$ cat config.mk
export PLATFORM = sky130hd
export DESIGN_NAME = ucie_ctl_sb_tx_arbiter
export DESIGN_NICKNAME = d
export VERILOG_FILES = /design/src/rtl/ucie_ctl_sb_tx_arbiter.sv
export SDC_FILE = /design/constraint.sdc
export NUM_CORES = 1
export LEC_CHECK = 0
export BUFFER_PORTS_ARGS = -buffer_cell sky130_fd_sc_hd__buf_2
export CELL_PAD_IN_SITES_DETAIL_PLACEMENT = 2
export CELL_PAD_IN_SITES_GLOBAL_PLACEMENT = 2
export CORE_MARGIN = 3
export CORE_UTILIZATION = 42
export CTS_CLUSTER_SIZE = 10
export DETAILED_ROUTE_END_ITERATION = 6
export HOLD_SLACK_MARGIN = 0.03
export PLACE_DENSITY_LB_ADDON = 0.3
export SYNTH_ARGS = -nofsm -noshare
export SYNTH_HDL_FRONTEND = slang
export SYNTH_SLANG_ARGS = --single-unit
$ cat constraint.sdc
create_clock -name i_clk -period 6.3 [get_ports i_clk]
set_input_delay 0.315 -clock i_clk [delete_from_list [all_inputs] [get_ports i_clk]]
set_output_delay 0.315 -clock i_clk [all_outputs]
set_load 0.1 [all_outputs]
$ cat src/rtl/ucie_ctl_sb_tx_arbiter.sv
// Sideband TX arbiter: shares one serializer channel between link-management messages
// and RDI config words, with a credit-managed config FIFO and a message starvation guard.
module ucie_ctl_sb_tx_arbiter #(
    parameter int NC            = 32,
    parameter int CFG_DEPTH     = 4,
    parameter int MAX_MSG_BURST = 3
) (
    input  logic          i_clk,
    input  logic          i_rst,
    input  logic          i_msg_valid,
    input  logic [3:0]    i_msg,
    output logic          o_msg_ready,
    input  logic          i_rdi_lp_cfg_valid,
    input  logic [NC-1:0] i_rdi_lp_cfg,
    output logic          o_rdi_pl_cfg_crd,
    output logic          o_sb_data_valid,
    output logic [NC-1:0] o_sb_data,
    output logic          o_sb_is_msg,
    input  logic          i_sb_ready,
    output logic          o_cfg_overflow
);

    localparam int AW = $clog2(CFG_DEPTH);
    localparam int BW = $clog2(MAX_MSG_BURST + 1);
    localparam int CW = $clog2(CFG_DEPTH) + 2;
    localparam logic [BW-1:0] BURST_MAX = BW'(MAX_MSG_BURST);
    localparam logic [CW-1:0] CRD_INIT  = CW'(CFG_DEPTH);

    logic [NC-1:0] fifo_mem [CFG_DEPTH];
    logic [AW:0]   wr_ptr;
    logic [AW:0]   rd_ptr;
    logic          msg_full;
    logic [3:0]    msg_code;
    logic [BW-1:0] burst_cnt;
    logic [CW-1:0] crd_pend;

    logic fifo_empty;
    logic fifo_full;
    logic load_ok;
    logic msg_load;
    logic cfg_load;
    logic cfg_push;
    logic cfg_drop;
    logic msg_accept;
    logic msg_full_next;
    logic crd_pulse;

    // Load decision: messages win unless they have hogged the channel while config waits.
    always_comb begin
        fifo_empty    = (wr_ptr == rd_ptr);
        fifo_full     = (wr_ptr[AW] != rd_ptr[AW]) && (wr_ptr[AW-1:0] == rd_ptr[AW-1:0]);
        load_ok       = !o_sb_data_valid || i_sb_ready;
        msg_load      = load_ok && msg_full && ((burst_cnt < BURST_MAX) || fifo_empty);
        cfg_load      = load_ok && !msg_load && !fifo_empty;
        cfg_push      = i_rdi_lp_cfg_valid && (!fifo_full || cfg_load);
        cfg_drop      = i_rdi_lp_cfg_valid && fifo_full && !cfg_load;
        msg_accept    = i_msg_valid && o_msg_ready && (i_msg != 4'd0) && (i_msg <= 4'd8);
        msg_full_next = msg_accept || (msg_full && !msg_load);
        crd_pulse     = (crd_pend != '0) || cfg_load;
    end

    // Storage is flushed by the pointers, so the array itself needs no reset.
    always_ff @(posedge i_clk) begin
        if (!i_rst && cfg_push) begin
            fifo_mem[wr_ptr[AW-1:0]] <= i_rdi_lp_cfg;
        end
    end

    always_ff @(posedge i_clk) begin
        if (i_rst) begin
            wr_ptr           <= '0;
            rd_ptr           <= '0;
            msg_full         <= 1'b0;
            msg_code         <= 4'd0;
            burst_cnt        <= '0;
            crd_pend         <= CRD_INIT;
            o_msg_ready      <= 1'b0;
            o_rdi_pl_cfg_crd <= 1'b0;
            o_sb_data_valid  <= 1'b0;
            o_sb_data        <= '0;
            o_sb_is_msg      <= 1'b0;
            o_cfg_overflow   <= 1'b0;
        end else begin
            if (cfg_push) begin
                wr_ptr <= wr_ptr + 1'b1;
            end
            if (cfg_load) begin
                rd_ptr <= rd_ptr + 1'b1;
            end
            if (cfg_drop) begin
                o_cfg_overflow <= 1'b1;
            end

            msg_full    <= msg_full_next;
            o_msg_ready <= !msg_full_next;
            if (msg_accept) begin
                msg_code <= i_msg;
            end

            if (msg_load) begin
                o_sb_data_valid <= 1'b1;
                o_sb_data       <= {{(NC-4){1'b0}}, msg_code};
                o_sb_is_msg     <= 1'b1;
            end else if (cfg_load) begin
                o_sb_data_valid <= 1'b1;
                o_sb_data       <= fifo_mem[rd_ptr[AW-1:0]];
                o_sb_is_msg     <= 1'b0;
            end else if (i_sb_ready) begin
                o_sb_data_valid <= 1'b0;
            end

            if (fifo_empty || cfg_load) begin
                burst_cnt <= '0;
            end else if (msg_load && (burst_cnt < BURST_MAX)) begin
                burst_cnt <= burst_cnt + 1'b1;
            end

            // Init credits and pop credits share one counter so none is lost when they overlap.
            o_rdi_pl_cfg_crd <= crd_pulse;
            crd_pend         <= crd_pend + CW'(cfg_load) - CW'(crd_pulse);
        end
    end

endmodule

==> results.py, run 1 <==
metrics = {
    "status": {
        "status": "complete, no violations",
    },
    "setup_path": {
        "end_kind": "flop",
        "rrSetupSlack_ns": 3.58,
        "critPathSlowestCell": "and2_2",
        "cp_slowest_stage_delay_ns": 0.86,
        "crit_path_start_kind": "flop",
        "crit_fanout": 32,
        "crit_type": "flop to flop",
        "crit_family": "simple AND/OR/NAND/NOR gates",
        "rr_startpoint": "burst_cnt[0]",
        "critPathBufInv": 0,
        "crit_required_ns": 6.34,
        "r2r_end": "fifo_mem[1][9]",
        "arrival_ns": 2.76,
        "cp_cell_sequence": "ha_1 > nand2b_1 > a2111oi_4 > nor3_1 > and2_2",
        "rr_worst_depth": 5,
    },
    "die": {
        "dieArea_um2": 18200,
        "dieHeight_um": 135,
        "num_rows": 46,
        "io-pin-count": 78,
        "start_util_pct": 43.4,
        "core_um2": 16100,
        "die_w_um": 135,
    },
    "route": {
        "num_vias": 3935,
        "ant_nets": 0,
        "wl_per_cell_um": 22.5,
        "drt_wl_total_um": 16700,
        "drc": 0,
        "viasPerCell": 5.30,
        "drt-initial-drc-count": 148,
        "drtPass1Iterations": 4,
    },
    "synthesis": {
        "ys_seq_elements": 184,
        "synth-xor-area-share_pct": 1.35,
        "synth_top_family_by_area": "multiplexers",
        "yosysWarnings": 0,
        "synthCells": 431,
        "synthMuxAreaShare_pct": 10.9,
        "yosys.area_share.simple_pct": 6.94,
        "yosysTopAreaCell": "edfxtp_1",
        "synth_ff_type": "edfxtp_1",
        "syn_nets": 483,
        "synth-adder-area-share_pct": 2.08,
        "ys_seq_area_share_pct": 71.2,
        "ys_types": 44,
        "synth-compound-area-share_pct": 5.51,
        "synth.area.top_cells": "edfxtp_1 (55%), dfxtp_1 (16%), mux4_2 (10%)",
        "syn_area_um2": 6970,
        "synth_top_area_share_pct": 55.1,
        "synth_edf_count": 128,
        "synthArstFlopShare_pct": 0,
        "synth.avg_cell_area_um2": 16.2,
    },
    "global_route": {
        "overflow": 0,
        "track_usage_pct": 19.6,
        "grt_pass1_vias": 4546,
        "grt_pass1_wl_um": 26400,
        "antenna_found_initial": 0,
        "grt_max_degree": 33,
    },
    "worst_hold_path": {
        "min_from": "i_rdi_lp_cfg[7]",
        "hp-class": "input port to flop",
        "holdPathStages": 1,
        "whs_endpoint": "fifo_mem[2][7]",
    },
    "cts": {
        "clk-insertion-delay-late_ns": 0.43,
        "postCtsSetupBuffers": 0,
        "clk_pin_slew_ns": 0.07,
        "cts-root-buf": "clkbuf_16",
        "clock_path_buffers": 2,
        "ctsHoldBuffers": 0,
        "cts_buffers": 17,
        "h-tree-depth": 4,
        "cts.sink_count": 184,
        "cts-resized-gates": 0,
        "cts_tree": "yes",
    },
    "sta": {
        "max_slew.worst_pin.slew_ns": 0.946,
        "period_needed_ns": 2.72,
        "final.setup.tns_ns": 0,
        "period_share_pct": 43.2,
        "final_max_slew_viol_count": 0,
        "hold_viol": 0,
        "fin_skew_ns": 0.0109,
        "setup-violations-final": 0,
        "maxSlewHeadroom_pct": 36.9,
        "rsz0062_at_grt": "no",
        "fmax_mhz": 367,
    },
    "power_and_ir_drop": {
        "switchingPower_mw": 1.55,
        "comb_power_share_pct": 34.9,
        "power.internal_mw": 2.32,
        "clockPowerShare_pct": 25.8,
        "ir_worst_vdd_mv": 0.316,
        "power_mw": 3.87,
        "p_leak_nw": 2.86,
        "p_sw_share_pct": 40.1,
        "p_seq_share_pct": 39.2,
        "power_density_nw_per_um2": 476,
    },
    "layout": {
        "drive_above_1_share_pct": 30.0,
        "layout_commonest_cell": "edfxtp_1",
        "nFillCells": 1465,
        "layout_common_cells": "edfxtp_1 (128), buf_2 (77), nand2_1 (61), dfxtp_1 (54), a21oi_1 (39)",
        "finalNetCount": 565,
        "area_delta_synth_final_pct": 16.6,
        "diodes": 0,
    },
    "place": {
        "io_buffers": 77,
        "hpwl_um": 10500,
        "gp_congestion": 0.704,
    },
    "flow_run": {
        "drv_cap": 0,
    },
}
## layer usage
metal	up-vias	wire (µm)	global-route usage (%)
met5	-	0	0
met4	0	244	6.28
met3	20	528	4.17
met2	78	9240	35.9
met1	2037	6670	22.8
li1	1800	-	-
## cells in the mapped netlist (2+ instances only)
master / instances
a21oi_1: 39
a221o_1: 4
and2_1: 3
buf_2: 10
buf_4: 5
clkbuf_1: 3
dfxtp_1: 56
edfxtp_1: 128
ha_1: 10
inv_1: 10
mux2i_1: 4
mux4_2: 32
nand2_1: 61
nand2b_1: 3
nor2_1: 11
nor2b_1: 4
nor3_1: 5
nor3_2: 2
nor4_1: 2
nor4b_1: 4
o21ai_0: 4
or2_2: 2
or3_1: 2
xnor2_1: 6
xor2_2: 2
## cell families (layout without fill, tap and decap cells)
group	Yosys count	in the layout
simple gates	104	104
xor+xnor	9	9
fa+ha+maj	11	11
flops	184	184
mux	36	36
buf+inv	29	124
compound gates	58	58
## sequential cells by signal (all words and copies together), names as in the netlist, named ones only
| name | flops |
|---|---|
| o_sb_is_msg | 1 |
| fifo_mem | 128 |
| rd_ptr | 3 |
| wr_ptr | 3 |
| msg_full | 1 |
| msg_code | 4 |
| o_msg_ready | 1 |
| o_sb_data_valid | 1 |
| crd_pend | 4 |
| o_rdi_pl_cfg_crd | 1 |
| o_cfg_overflow | 1 |
| o_sb_data | 32 |
| burst_cnt | 2 |
## how the worst max path moves through the flow
stage	slack (ns)	startpoint	endpoint	depth (start not counted)
final	3.58	burst_cnt[0]	fifo_mem[1][9]	5
after global routing	3.35	wr_ptr[0]	crd_pend[3]	10
after CTS	3.51	burst_cnt[0]	fifo_mem[2][24]	5
after detailed placement	3.60	burst_cnt[0]	crd_pend[2]	10
after global placement	3.70	burst_cnt[0]	crd_pend[2]	10
after floorplan	1.56	o_sb_data_valid	fifo_mem[3][0]	4
## cell type report
class,count,area [µm²],area share [%]
multi-input combinational,218,1890,23.2
inverter,10,37.5,0.461
sequential,184,4970,61.1
timing repair buffer,82,423,5.20
clock buffer,21,450,5.54
clock inverter,11,97.6,1.20
tap,216,270,3.32
## power by group through the flow
stage	sequential, mW	clock [mW]	combinational, mW
floorplan	2.09	0	0.527
global placement	1.53	0	1.32
detailed placement	1.55	0	1.36
CTS	1.52	1.02	1.37
global route	1.54	1.07	1.45
finish	1.52	0.999	1.35
## per-stage QoR
stage | instances | hold slack, ns | cell area (µm²) | util (%) | setup slack (ns)
after CTS | 742 | 0.0860 | 8130 | 50.7 | 3.51
after floorplan | 431 | 0.414 | 6970 | - | 1.56
final | 742 | 0.105 | 8130 | 50.7 | 3.58
after global routing | 742 | 0.0959 | 8130 | 50.7 | 3.35
after detailed placement | 710 | 0.451 | 7590 | 47.2 | 3.60
after global placement | 710 | 0.441 | 7590 | 47.2 | 3.70
(Power assumes the default switching activity.)
==> run 2: changes to the inputs <==
- clock period: 6.3 -> 2.7 ns (I/O delays scaled with it)
==> run 2 against run 1 <==
Effect of this change: combinational power grew 140%; sequential share of layout area decreased by 3.5 points; count of clock-buffer cells in the layout fell by 3; sequential cell count did not move; clock power grew to 2.5 times the previous value.
==> results.py, run 2 (same netlist as run 1, synthesis figures left out) <==
metrics = {
    "route": {
        "wl_met3_um": 602,
        "drt_wl_total_um": 19100,
        "drc": 0,
        "wl_per_cell_um": 24.3,
        "ant_nets": 0,
        "wl_met1_um": 7840,
        "dr_wl_met2_um": 10400,
        "viasPerCell": 5.34,
        "num_vias": 4199,
        "drtPass1Iterations": 4,
        "drt-initial-drc-count": 317,
        "highest_layer": "met4",
    },
    "sta": {
        "period_needed_ns": 2.47,
        "maxSlewHeadroom_pct": 33.0,
        "rsz0062_at_grt": "no",
        "period_share_pct": 91.4,
        "final_max_slew_viol_count": 0,
        "fin_skew_ns": 0.00963,
        "hold_viol": 0,
        "max_slew.worst_pin.slew_ns": 1.00,
        "fmax_mhz": 405,
        "setup-violations-final": 0,
    },
    "place": {
        "gp_congestion": 0.724,
        "hpwl_um": 11100,
        "placed_cell_area_um2": 7680,
        "io_buffers": 77,
        "dp_cells": 717,
    },
    "cts": {
        "cts_tree": "yes",
        "cts-root-buf": "clkbuf_16",
        "cts.sink_count": 184,
        "cts-resized-gates": 0,
        "cts_buffers": 17,
        "h-tree-depth": 4,
        "ctsHoldBuffers": 37,
        "clk_pin_slew_ns": 0.07,
        "clock_path_buffers": 2,
        "clk-insertion-delay-late_ns": 0.44,
        "postCtsSetupBuffers": 0,
    },
    "layout": {
        "design_area_um2": 8630,
        "final-seq-area_um2": 4970,
        "area_delta_synth_final_pct": 23.8,
        "layout_commonest_cell": "edfxtp_1",
        "largest_register_ff_count": 128,
        "finalNetCount": 609,
        "nFillCells": 1431,
        "layout_common_cells": "edfxtp_1 (128), buf_2 (77), nand2_1 (61), dfxtp_1 (54), a21oi_1 (39)",
        "drive_above_1_share_pct": 29.1,
        "fin_cells": 787,
        "multiInputGateArea_um2": 1900,
    },
    "setup_path": {
        "crit_path_start_kind": "flop",
        "r2r_end": "crd_pend[3]",
        "critPathSlowestCell": "dfxtp_1",
        "crit_required_ns": 2.99,
        "end_kind": "flop",
        "rr_worst_depth": 8,
        "rrSetupSlack_ns": 0.23,
        "cp_cell_sequence": "xor2_2 > o311a_1 > or2_2 > ha_1 > a21o_1 > a21oi_1 > xnor2_1 > nor2_1",
        "cp_slowest_stage_delay_ns": 0.52,
        "arrival_ns": 2.76,
        "crit_fanout": 6,
        "crit_type": "flop to flop",
        "rr_startpoint": "wr_ptr[1]",
    },
    "flow_run": {
        "drv_cap": 0,
    },
    "power_and_ir_drop": {
        "power_density_nw_per_um2": 1080,
        "ir_worst_vdd_mv": 0.565,
        "p_leak_nw": 3.07,
        "switchingPower_mw": 3.82,
        "power.internal_mw": 5.54,
        "comb_power_share_pct": 35.1,
        "p_seq_share_pct": 38.2,
        "clockPowerShare_pct": 26.8,
        "p_sw_share_pct": 40.8,
        "power_mw": 9.36,
    },
    "global_route": {
        "grt_pass1_wl_um": 29500,
        "grt_pass1_vias": 4725,
        "grt_max_degree": 33,
        "overflow": 0,
        "track_usage_pct": 22.2,
        "antenna_found_initial": 1,
    },
    "die": {
        "core_um2": 16100,
        "die_w_um": 135,
        "num_rows": 46,
        "dieHeight_um": 135,
        "start_util_pct": 43.4,
        "io-pin-count": 78,
        "dieArea_um2": 18200,
    },
    "worst_hold_path": {
        "hp-class": "input port to flop",
        "holdPathStages": 4,
        "min_from": "i_sb_ready",
        "whs_endpoint": "burst_cnt[0]",
    },
    "status": {
        "status": "complete, no violations",
    },
}
==> run 2: changes by cell type in the layout (fill, tap and decap cells not counted) <==
cell,delta
nor4_4,+1
bufinv_16,+1
inv_6,+2
clkinv_4,-1
clkinvlp_4,-1
dlygate4sd3_1,+37
buf_4,+4
inv_8,+1
diode_2,+1
nor4_2,-1
clkbuf_8,-1
buf_12,+3
clkinv_1,+1
clkbuf_1,-2
==> run 2: worst max-delay path by stage <==
| stage | from | to | depth (start not counted) |
|---|---|---|---|
| floorplan | o_sb_data_valid | fifo_mem[0][0] | 5 |
| global placement | wr_ptr[1] | crd_pend[3] | 8 |
| detailed placement | wr_ptr[1] | crd_pend[3] | 8 |
| CTS | rd_ptr[1] | crd_pend[3] | 8 |
| global route | wr_ptr[0] | crd_pend[3] | 8 |
| finish | wr_ptr[1] | crd_pend[3] | 8 |
==> run 2: final cells by class <==
type / count / area share (%)
clock inverter: 14 / 1.67
sequential: 184 / 57.6
antenna: 1 / 0.0290
inverter: 10 / 0.435
tap: 216 / 3.13
multi-input combinational: 218 / 22.0
clock buffer: 18 / 4.97
timing repair buffer: 126 / 10.2
==> run 2: stage by stage <==
step                      setup slack [ns]  hold WS [ns]  setup TNS [ns]  util [%]
after detailed placement             0.269         0.356               0      47.9
after global placement               0.422         0.347               0      47.9
after floorplan                    -0.0588         0.234           -5.65         -
final                                0.233         0.126               0      53.7
after CTS                            0.232         0.123               0      53.7
after global routing                 0.106         0.195               0      53.7
==> run 2: worst max-delay path: cells and delay by family (launching register included) <==
kind	cells	cell delay (ns)
DFF	1	0.52
and+or+nand+nor	2	0.41
AOI/OAI and AO/OA	3	0.76
adders and majority gates	1	0.28
xor gates and xnor gates	2	0.35
==> run 2: power by group through the flow <==
stage | Clock [mW] | Combinational [mW] | Sequential (mW)
3_3_place_gp | 0 | 3.12 | 3.59
3_5_place_dp | 0 | 3.22 | 3.62
5_1_grt | 2.66 | 3.48 | 3.62
4_1_cts | 2.53 | 3.31 | 3.58
2_1_floorplan | 0 | 1.23 | 4.88
6_report | 2.50 | 3.28 | 3.57
==> run 2: per-layer routing <==
metal | up-vias | global-route usage (%)
li1 | 1885 | -
met1 | 2201 | 27.5
met2 | 90 | 39.4
met3 | 23 | 4.43
met4 | 0 | 7.13
met5 | - | 0
==> run 3: changes to the inputs <==
- BUFFER_PORTS_ARGS: -buffer_cell sky130_fd_sc_hd__buf_2 -> -buffer_cell sky130_fd_sc_hd__buf_4
- CORE_ASPECT_RATIO: default -> 0.9
==> run 3 against run 2 <==
Effect of this change: core utilization rose by 0.53 points; final cell count fell by 1.5%; count of clock-buffer cells in the layout did not move; sequential cell count did not move; combinational power rose by 5%; final area rose by 1.8%; register-to-register slack improved by 0.05 ns; routed wire length rose by 0.55%; worst hold slack got worse by 0.084 ns; largest power group unchanged.
==> results.py, run 3 (same netlist as run 1, synthesis figures left out) <==
metrics = {
    "sta": {
        "period_needed_ns": 2.42,
        "period_share_pct": 89.6,
        "setup-violations-final": 0,
        "fmax_mhz": 413,
        "fin_skew_ns": 0.0112,
        "rsz0062_at_grt": "no",
        "final_max_slew_viol_count": 0,
        "max_slew.worst_pin.slew_ns": 0.993,
        "hold_viol": 0,
        "maxSlewHeadroom_pct": 33.6,
    },
    "route": {
        "drtPass1Iterations": 4,
        "drt-initial-drc-count": 271,
        "ant_nets": 0,
        "viasPerCell": 5.42,
        "num_vias": 4201,
        "drt_wl_total_um": 19200,
        "drc": 0,
        "wl_per_cell_um": 24.8,
    },
    "layout": {
        "largest_register_ff_count": 128,
        "fin_cells": 775,
        "diodes": 0,
        "area_delta_synth_final_pct": 26.0,
        "finalNetCount": 607,
        "design_area_um2": 8790,
        "drive_above_1_share_pct": 29.2,
        "layout_common_cells": "edfxtp_1 (128), buf_4 (85), nand2_1 (61), dfxtp_1 (54), a21oi_1 (39)",
        "nFillCells": 1470,
        "final-seq-area_um2": 4970,
        "multiInputGateArea_um2": 1900,
        "layout_commonest_cell": "edfxtp_1",
    },
    "power_and_ir_drop": {
        "ir_worst_vdd_mv": 0.650,
        "power_density_nw_per_um2": 1070,
        "p_leak_nw": 3.10,
    },
    "die": {
        "io-pin-count": 78,
        "core_um2": 16200,
        "num_rows": 44,
        "dieArea_um2": 18200,
        "die_w_um": 142,
        "dieHeight_um": 128,
        "start_util_pct": 43.1,
    },
    "global_route": {
        "grt_pass1_vias": 4807,
        "overflow": 0,
        "grt_max_degree": 33,
        "grt_pass1_wl_um": 30000,
        "track_usage_pct": 22.4,
        "antenna_found_initial": 0,
    },
    "setup_path": {
        "end_kind": "flop",
        "critPathBufInv": 1,
        "arrival_ns": 2.72,
        "critPathSlowestCell": "dfxtp_1",
        "crit_required_ns": 3.00,
        "cp_cell_sequence": "xor2_2 > o311a_1 > or2_2 > inv_1 > ha_1 > fa_1 > nor2b_1",
        "crit_path_start_kind": "flop",
        "crit_fanout": 6,
        "crit_type": "flop to flop",
        "cp_slowest_stage_delay_ns": 0.50,
        "crit_family": "adder cells",
    },
    "cts": {
        "clk_pin_slew_ns": 0.07,
        "postCtsSetupBuffers": 0,
        "cts-resized-gates": 0,
        "cts.sink_count": 184,
        "cts-root-buf": "clkbuf_16",
        "clk-insertion-delay-late_ns": 0.43,
        "h-tree-depth": 4,
        "cts_tree": "yes",
        "cts_buffers": 17,
        "ctsHoldBuffers": 36,
        "clock_path_buffers": 2,
    },
    "place": {
        "gp_congestion": 0.771,
        "placed_cell_area_um2": 7860,
        "dp_cells": 707,
        "io_buffers": 77,
        "hpwl_um": 11200,
    },
    "status": {
        "status": "complete, no violations",
    },
    "flow_run": {
        "drv_cap": 0,
    },
    "worst_hold_path": {
        "hp-class": "input port to flop",
    },
}
-- run 3: area by class of cell --
class                      count  share of cell area [%]
clock inverter                14                    1.57
inverter                      10                   0.427
sequential                   184                    56.5
tap                          207                    2.95
timing repair buffer         124                    12.0
multi-input combinational    218                    21.6
clock buffer                  18                    4.88
-- run 3: worst register-to-register path: stages, from the launching register on --
cell	delay, ns
dfxtp_1	0.50
xor2_2	0.22
o311a_1	0.40
or2_2	0.35
inv_1	0.07
ha_1	0.19
fa_1	0.43
nor2b_1	0.14
-- run 3: final timing paths --
path	cells after the start	endpoint	startpoint	slack, ns
worst min-delay path	3	msg_code[2]	i_msg[2]	0.04
worst max register to register	7	crd_pend[1]	wr_ptr[1]	0.28
worst max-delay path	7	crd_pend[1]	wr_ptr[1]	0.28
worst min register to register	2	o_sb_data[6]	o_sb_data[6]	0.47
-- run 3: power breakdown --
part / switching [mW] / total (mW) / internal [mW] / leakage (nW)
clock network: 1.15 / 2.45 / 1.30 / 0.274
logic: 2.47 / 3.44 / 0.979 / 1.20
registers: 0.233 / 3.54 / 3.31 / 1.62
-- run 3: through the flow --
step | hold slack [ns] | TNS (ns) | total power, mW | utilization, % | setup WS, ns
2_1_floorplan | 0.234 | -5.65 | 6.11 | - | -0.0588
3_5_place_dp | 0.341 | 0 | 6.96 | 48.6 | 0.325
5_1_grt | 0.0440 | 0 | 9.84 | 54.3 | 0.115
3_3_place_gp | 0.337 | 0 | 6.82 | 48.6 | 0.406
6_report | 0.0418 | 0 | 9.44 | 54.3 | 0.280
4_1_cts | 0.0502 | 0 | 9.46 | 54.3 | 0.287
-- run 3: per-layer routing --
layer	routed length (µm)	vias up	GRT usage (%)
li1	-	1880	-
met1	8260	2197	28.8
met2	9950	97	38.1
met3	636	27	5.07
met4	395	0	6.83
met5	0	-	0
